**src/rtl/ysyx_mem_arbiter_pkg.sv**
```systemverilog
// Shared types and constants for the IFU/LSU memory-port arbiter.
package ysyx_mem_arbiter_pkg;

    typedef enum logic [1:0] {
        ARB_IDLE   = 2'd0,
        ARB_IFU_RD = 2'd1,
        ARB_LSU_RD = 2'd2,
        ARB_LSU_WR = 2'd3
    } arb_state_e;

    localparam int         TIMER_W   = 8;
    localparam logic       GNT_IFU   = 1'b0;
    localparam logic       GNT_LSU   = 1'b1;
    localparam logic [7:0] IFU_RSTRB = 8'h0f;

    function automatic logic is_rd_state(input arb_state_e s);
        return (s == ARB_IFU_RD) || (s == ARB_LSU_RD);
    endfunction

endpackage

```
**src/rtl/ysyx_arb_rr2.sv**
```systemverilog
// Two-way round-robin picker: req[0]=IFU, req[1]=LSU; on a tie the master
// that did not win last time is chosen.
module ysyx_arb_rr2
    import ysyx_mem_arbiter_pkg::*;
(
    input  logic [1:0] req,
    input  logic       last_gnt,
    output logic [1:0] gnt
);

    // Grant selection
    always_comb begin
        gnt = 2'b00;
        case (req)
            2'b01:   gnt = 2'b01;
            2'b10:   gnt = 2'b10;
            2'b11:   gnt = (last_gnt == GNT_LSU) ? 2'b01 : 2'b10;
            default: gnt = 2'b00;
        endcase
    end

endmodule

```
**src/rtl/ysyx_mem_arbiter.sv**
```systemverilog
// Shares one memory bus port between the IFU (reads) and LSU (reads/writes),
// one transaction at a time, with registered bus requests and a response watchdog.
module ysyx_mem_arbiter
    import ysyx_mem_arbiter_pkg::*;
#(
    parameter int ADDR_W  = 32,
    parameter int DATA_W  = 32,
    parameter int TIMEOUT = 255
) (
    input  logic              clk,
    input  logic              rst,
    input  logic [ADDR_W-1:0] ifu_araddr,
    input  logic              ifu_arvalid,
    output logic [DATA_W-1:0] ifu_rdata,
    output logic              ifu_rvalid,
    input  logic [ADDR_W-1:0] lsu_araddr,
    input  logic              lsu_arvalid,
    input  logic [7:0]        lsu_rstrb,
    output logic [DATA_W-1:0] lsu_rdata,
    output logic              lsu_rvalid,
    input  logic [ADDR_W-1:0] lsu_awaddr,
    input  logic              lsu_awvalid,
    input  logic [DATA_W-1:0] lsu_wdata,
    input  logic [7:0]        lsu_wstrb,
    input  logic              lsu_wvalid,
    output logic              lsu_wready,
    output logic [ADDR_W-1:0] bus_araddr,
    output logic              bus_arvalid,
    output logic [7:0]        bus_rstrb,
    input  logic [DATA_W-1:0] bus_rdata,
    input  logic              bus_rvalid,
    output logic [ADDR_W-1:0] bus_awaddr,
    output logic              bus_awvalid,
    output logic [DATA_W-1:0] bus_wdata,
    output logic [7:0]        bus_wstrb,
    output logic              bus_wvalid,
    input  logic              bus_wready,
    output logic              arb_err
);

    localparam logic [TIMER_W-1:0] TIMEOUT_C = TIMER_W'(TIMEOUT);

    arb_state_e         state_q, state_d;
    logic               last_gnt_q, last_gnt_d;
    logic [TIMER_W-1:0] timer_q, timer_d;
    logic [ADDR_W-1:0]  bus_araddr_q, bus_araddr_d, bus_awaddr_q, bus_awaddr_d;
    logic [DATA_W-1:0]  bus_wdata_q, bus_wdata_d;
    logic [7:0]         bus_rstrb_q, bus_rstrb_d, bus_wstrb_q, bus_wstrb_d;
    logic               bus_arvalid_q, bus_arvalid_d, bus_wrvalid_q, bus_wrvalid_d;
    logic               lsu_wr_s, timeout_hit_s;
    logic [1:0]         gnt_s;

    assign lsu_wr_s      = lsu_awvalid & lsu_wvalid;
    assign timeout_hit_s = (TIMEOUT != 0) && (timer_q == TIMEOUT_C);

    ysyx_arb_rr2 u_rr2 (
        .req      ({lsu_arvalid | lsu_wr_s, ifu_arvalid}),
        .last_gnt (last_gnt_q),
        .gnt      (gnt_s)
    );

    // Next-state, bus register capture and combinational response forwarding
    always_comb begin
        state_d      = state_q;
        last_gnt_d   = last_gnt_q;
        timer_d      = timer_q;
        bus_araddr_d = bus_araddr_q;
        bus_rstrb_d  = bus_rstrb_q;
        bus_awaddr_d = bus_awaddr_q;
        bus_wdata_d  = bus_wdata_q;
        bus_wstrb_d  = bus_wstrb_q;
        ifu_rdata    = {DATA_W{1'b0}};
        lsu_rdata    = {DATA_W{1'b0}};
        ifu_rvalid   = 1'b0;
        lsu_rvalid   = 1'b0;
        lsu_wready   = 1'b0;
        arb_err      = 1'b0;
        case (state_q)
            ARB_IDLE: begin
                timer_d = {TIMER_W{1'b0}};
                if (gnt_s[0]) begin
                    state_d      = ARB_IFU_RD;
                    last_gnt_d   = GNT_IFU;
                    bus_araddr_d = ifu_araddr;
                    bus_rstrb_d  = IFU_RSTRB;
                end else if (gnt_s[1]) begin
                    last_gnt_d = GNT_LSU;
                    // A pending write beats a pending LSU read
                    if (lsu_wr_s) begin
                        state_d      = ARB_LSU_WR;
                        bus_awaddr_d = lsu_awaddr;
                        bus_wdata_d  = lsu_wdata;
                        bus_wstrb_d  = lsu_wstrb;
                    end else begin
                        state_d      = ARB_LSU_RD;
                        bus_araddr_d = lsu_araddr;
                        bus_rstrb_d  = lsu_rstrb;
                    end
                end else begin
                    state_d = ARB_IDLE;
                end
            end
            ARB_IFU_RD: begin
                ifu_rdata = bus_rdata;
                if (bus_rvalid) begin
                    ifu_rvalid = 1'b1;
                    state_d    = ARB_IDLE;
                end else if (timeout_hit_s) begin
                    ifu_rvalid = 1'b1;
                    ifu_rdata  = {DATA_W{1'b0}};
                    arb_err    = 1'b1;
                    state_d    = ARB_IDLE;
                end else begin
                    timer_d = timer_q + 8'd1;
                end
            end
            ARB_LSU_RD: begin
                lsu_rdata = bus_rdata;
                if (bus_rvalid) begin
                    lsu_rvalid = 1'b1;
                    state_d    = ARB_IDLE;
                end else if (timeout_hit_s) begin
                    lsu_rvalid = 1'b1;
                    lsu_rdata  = {DATA_W{1'b0}};
                    arb_err    = 1'b1;
                    state_d    = ARB_IDLE;
                end else begin
                    timer_d = timer_q + 8'd1;
                end
            end
            ARB_LSU_WR: begin
                if (bus_wready) begin
                    lsu_wready = 1'b1;
                    state_d    = ARB_IDLE;
                end else if (timeout_hit_s) begin
                    lsu_wready = 1'b1;
                    arb_err    = 1'b1;
                    state_d    = ARB_IDLE;
                end else begin
                    timer_d = timer_q + 8'd1;
                end
            end
            default: begin
                state_d = ARB_IDLE;
            end
        endcase
        bus_arvalid_d = is_rd_state(state_d);
        bus_wrvalid_d = (state_d == ARB_LSU_WR);
    end

    // State, watchdog and bus-side registers
    always_ff @(posedge clk) begin
        if (rst) begin
            state_q       <= ARB_IDLE;
            last_gnt_q    <= GNT_LSU;
            timer_q       <= {TIMER_W{1'b0}};
            bus_araddr_q  <= {ADDR_W{1'b0}};
            bus_rstrb_q   <= 8'h00;
            bus_awaddr_q  <= {ADDR_W{1'b0}};
            bus_wdata_q   <= {DATA_W{1'b0}};
            bus_wstrb_q   <= 8'h00;
            bus_arvalid_q <= 1'b0;
            bus_wrvalid_q <= 1'b0;
        end else begin
            state_q       <= state_d;
            last_gnt_q    <= last_gnt_d;
            timer_q       <= timer_d;
            bus_araddr_q  <= bus_araddr_d;
            bus_rstrb_q   <= bus_rstrb_d;
            bus_awaddr_q  <= bus_awaddr_d;
            bus_wdata_q   <= bus_wdata_d;
            bus_wstrb_q   <= bus_wstrb_d;
            bus_arvalid_q <= bus_arvalid_d;
            bus_wrvalid_q <= bus_wrvalid_d;
        end
    end

    assign bus_araddr  = bus_araddr_q;
    assign bus_rstrb   = bus_rstrb_q;
    assign bus_arvalid = bus_arvalid_q;
    assign bus_awaddr  = bus_awaddr_q;
    assign bus_wdata   = bus_wdata_q;
    assign bus_wstrb   = bus_wstrb_q;
    assign bus_awvalid = bus_wrvalid_q;
    assign bus_wvalid  = bus_wrvalid_q;

endmodule

```
**config.mk**
```make
export PLATFORM = sky130hd
export DESIGN_NAME = ysyx_mem_arbiter
export DESIGN_NICKNAME = d
export VERILOG_FILES = /design/src/rtl/ysyx_mem_arbiter_pkg.sv /design/src/rtl/ysyx_arb_rr2.sv /design/src/rtl/ysyx_mem_arbiter.sv
export SDC_FILE = /design/constraint.sdc
export NUM_CORES = 1
export LEC_CHECK = 0
export BUFFER_PORTS_ARGS = -buffer_cell sky130_fd_sc_hd__buf_2
export CORE_AREA = 2 2 141 143
export CTS_BUF_LIST = sky130_fd_sc_hd__clkbuf_4 sky130_fd_sc_hd__clkbuf_8 sky130_fd_sc_hd__clkbuf_16
export CTS_CLUSTER_SIZE = 16
export DETAILED_ROUTE_END_ITERATION = 7
export DIE_AREA = 0 0 143 145
export HOLD_SLACK_MARGIN = 0.12
export PLACE_DENSITY = 0.63
export SETUP_SLACK_MARGIN = 0.15
export SLEW_MARGIN = 20
export SYNTH_ARGS = -nofsm -noshare
export SYNTH_HDL_FRONTEND = slang
export SYNTH_SLANG_ARGS = --single-unit
```
**constraint.sdc**
```tcl
create_clock -name clk -period 1.95 [get_ports clk]
set_input_delay 0.195 -clock clk [delete_from_list [all_inputs] [get_ports clk]]
set_output_delay 0.195 -clock clk [all_outputs]
set_load 0.02 [all_outputs]
```
==> run summary <==
Each instance of the synthesized netlist takes up on average 7.78 um2. The tools report the number of cell rows as 51. Setup violations remaining at the end of the flow were counted as 64.

The design draws 8.33 mW. By area the synthesized netlist is led by sky130_fd_sc_hd__dfxtp_1, sky130_fd_sc_hd__nand2_1, sky130_fd_sc_hd__a21oi_1. Number of detailed-route iterations in the first pass: 4. From synthesis to final layout, the design area changed by 93.7%.

Buffers placed on the I/O ports in this run total 366. The startpoint identified for the worst hold timing path is ifu_araddr[10]. Most frequent standard cell in the layout excluding fill and tap cells: sky130_fd_sc_hd__buf_2.

Entering global routing, the biggest net connects 73 pins. The mapped netlist covers 0.00537 mm2. The maximum vdd drop is 0.475 mV, and the die extent in x is 143 um.

The die is 145 um tall. The startpoint of the worst register-to-register path is timer_q[0]. Worst slew slack as a fraction of its limit: 61.8%.

For the net count of the finished layout, the log shows 1,390. When the netlist entered floorplanning its net count stood at 880. The cell count after synthesis came out at 690.

The H-tree generated during clock tree synthesis spans 4 levels. Global routing used 21.6% of the available tracks. Leaving out fill and tap cells, the most frequent cells in the layout are sky130_fd_sc_hd__buf_2, sky130_fd_sc_hd__nand2_1, sky130_fd_sc_hd__dlygate4sd3_1, sky130_fd_sc_hd__dfxtp_1, sky130_fd_sc_hd__a21oi_1.

The final standard cell area without fillers was 0.0104 mm2; the async set-or-reset flop fraction in the synthesized netlist was 0%. The path depth of the worst reg2reg path came out at 8. The category of the most critical setup path is register to primary output. The worst path uses 104% of the clock period. The run gives 6,984 as the number of global-route vias before repair.

Summed over its instances, the top area cell type makes up 46.6% of the synthesized netlist area. For the pin with the worst max-slew slack, the measured transition is 573 ps. The number of vias per cell after detailed routing works out to 4.64.

In this run, placement finished with an instance count of 1,289. For this run, the register share of the synthesized area comes to 46.6%. For this run, the share of the core covered by cells in the final layout is 54.1%. The synthesized design contains 0 enable-type register cells.

At the placement stage, the worst setup path has a slack of -110 ps. For the detailed placer's ending HPWL, the log shows 14,000 um. The max-slew violation total from the final report is 0.

Setup repair after global routing could not meet its margin everywhere. Based on the critical path, the design can be clocked at up to 0.493 GHz. The synthesized design contains 125 register bits. Of all cell types, the one taking the most synthesized area is sky130_fd_sc_hd__dfxtp_1.

The count of endpoints failing hold in the final timing report is 0, and the number of buffers created by CTS is 17. The final layout contains routed wiring with a total length of 23,400 um. After global routing the overflow that remains totals 0. The required time at the endpoint of the critical path came out at 1750 ps. TritonCTS built the clock tree. The worst register-to-register path has a setup slack of 50 ps.

The logs give 1 for the initial antenna violation count and 410 ps for the clock network latency to the later pin of the worst-skew pair. The count of distinct cell types in the synthesized netlist came out at 40. STA classifies the critical path startpoint as a register.

The max-cap check violation count is 0, and the area of the placeable core is 0.0192 mm2. The first global-routing pass estimated 35,500 um of wire. Least setup slack across all paths after layout: -78.2 ps.

Worst hold-check path type: input port to register. Data on the critical path arrives at its endpoint at 1830 ps. The die covers 0.0207 mm2.

The starting density of the core was 27.9%; the residual DRC count was 0. The run gives 6,865 as the via count of the routed design. The path with the worst hold slack has its endpoint at bus_araddr[10]. In this run the cell area measured after placement is 0.00753 mm2. The most instantiated flip-flop cell in the synthesis netlist is sky130_fd_sc_hd__dfxtp_1. The run gives 0.864 as the global placer's final weighted congestion. 367 I/O pins were placed. The final reports fail on negative setup slack. In this run the worst path has a maximum fanout of 8. Number of cells on the worst hold path: 3.

The root buffer cell chosen for the clock tree is sky130_fd_sc_hd__clkbuf_16. The wire length per cell after detailed routing is 15.8 um, and the number of routed nets with antenna violations is 0. The clock passes through at most 2 buffers. The worst setup path is captured at a primary output. The filler-free cell count of the finished design came out at 1,479. The flow ran to the end, but the final reports show violations.

Yosys printed 0 warnings. The post-layout minimum cycle time came out at 2030 ps. The clock tree skew after final layout was 7.38 ps. The layout has 1,704 filler cells.

For this design the static power due to leakage is 4.82 nW. The endpoint identified for the worst register-to-register timing path is bus_arvalid. The areal power density over the cells is 801 mW/mm2, and the number of design-rule violations left by the first detailed-router iteration is 272. For this design, the sink count on the clock tree is 125. After clock tree synthesis, the clock-pin slew on the worst setup and hold paths is 60 ps. The share of final-layout standard cells stronger than drive strength 1 is 43.3%.
[final cells by class]
class / instances / area, um2 / share of cell area (%)
Antenna cell: 1 / 2.50 / 0.0241
Inverter: 6 / 22.5 / 0.217
Timing Repair Buffer: 534 / 3960 / 38.1
Sequential cell: 125 / 2510 / 24.1
Clock inverter: 13 / 115 / 1.11
Multi-Input combinational cell: 516 / 3020 / 29.0
Tap cell: 265 / 332 / 3.19
Clock buffer: 19 / 447 / 4.30
[power breakdown]
part / switching, mW / total, mW / internal (mW)
logic: 1.31 / 2.45 / 1.13
registers: 0.113 / 2.88 / 2.77
clock network: 1.20 / 3.00 / 1.80
total: 2.62 / 8.33 / 5.71
[worst max-delay path, cell delays in order (launching register included)]
cell and delay, ps:
sky130_fd_sc_hd__dfxtp_2 350, sky130_fd_sc_hd__ha_4 140, sky130_fd_sc_hd__and4_4 300, sky130_fd_sc_hd__nand2_4 90, sky130_fd_sc_hd__o21a_4 260, sky130_fd_sc_hd__and2_4 160, sky130_fd_sc_hd__buf_6 120
[metal layers]
metal | share of wire [%] | GRT usage, %
met5 | 0 | 0
met4 | 4.0 | 10.5
met3 | 6.8 | 6.14
met2 | 52 | 39.7
met1 | 37 | 22.1
[kinds of logic after synthesis]
family,after synthesis,share of synthesized area [%]
DFF,125,46.6
adders and majority gates,6,1.40
AOI/OAI and AO/OA,177,20.0
buffers and inverters,56,4.62
and+or+nand+nor,326,27.4
[worst max-delay path by stage]
stage                     startpoint            end  slack [ps]  depth (start not counted)
after floorplan           timer_q[0]    bus_arvalid         170                          6
after global placement    state_q[0]   bus_wdata[1]         -70                          8
after CTS                 timer_q[1]  ifu_rdata[15]         -70                          6
after global routing      timer_q[0]  lsu_rdata[13]        -130                          6
after detailed placement  timer_q[1]   ifu_rdata[2]        -110                          6
final                     timer_q[0]  lsu_rdata[14]         -80                          6
[sequential cells by signal (all words and copies together), names as in the netlist]
| name | count |
|---|---|
| bus_awaddr | 32 |
| bus_araddr | 32 |
| timer_q | 8 |
| bus_arvalid | 1 |
| bus_wstrb | 8 |
| state_q | 2 |
| last_gnt_q | 1 |
| bus_rstrb | 8 |
| bus_wdata | 32 |
| bus_awvalid | 1 |
[metrics by stage]
| step | hold WS [ps] | setup TNS [ps] |
|---|---|---|
| detailed placement | 438 | -7560 |
| CTS | 123 | -4110 |
| finish | 145 | -3910 |
| global placement | 430 | -6590 |
| floorplan | 331 | 0 |
| global route | 152 | -7520 |
[cell usage after synthesis (2+ instances only)]
cell type / n
sky130_fd_sc_hd__nor2b_1: 5
sky130_fd_sc_hd__a211oi_1: 33
sky130_fd_sc_hd__clkbuf_1: 23
sky130_fd_sc_hd__o32ai_1: 3
sky130_fd_sc_hd__nand4b_1: 2
sky130_fd_sc_hd__buf_4: 2
sky130_fd_sc_hd__nor2_1: 47
sky130_fd_sc_hd__a21oi_1: 113
sky130_fd_sc_hd__and2_1: 68
sky130_fd_sc_hd__inv_1: 6
sky130_fd_sc_hd__or2b_1: 2
sky130_fd_sc_hd__buf_2: 24
sky130_fd_sc_hd__nand3_1: 3
sky130_fd_sc_hd__o21a_1: 8
sky130_fd_sc_hd__a22oi_1: 6
sky130_fd_sc_hd__o31ai_1: 2
sky130_fd_sc_hd__nor3_1: 4
sky130_fd_sc_hd__ha_1: 6
sky130_fd_sc_hd__dfxtp_1: 125
sky130_fd_sc_hd__nand2_1: 186
sky130_fd_sc_hd__o21ai_0: 2
sky130_fd_sc_hd__nand2b_1: 2
[timing repair]
item | CTS | global route
endpoints found under the hold margin | 112 | 0
cloned | 9 | 0
pin swaps | 71 | 15
endpoints found under the setup margin | 153 | 92
resized for setup | 217 | 17
hold buffers | 140 | 0
buffers inserted | 4 | 4
Power figures use the tool's default switching activity.
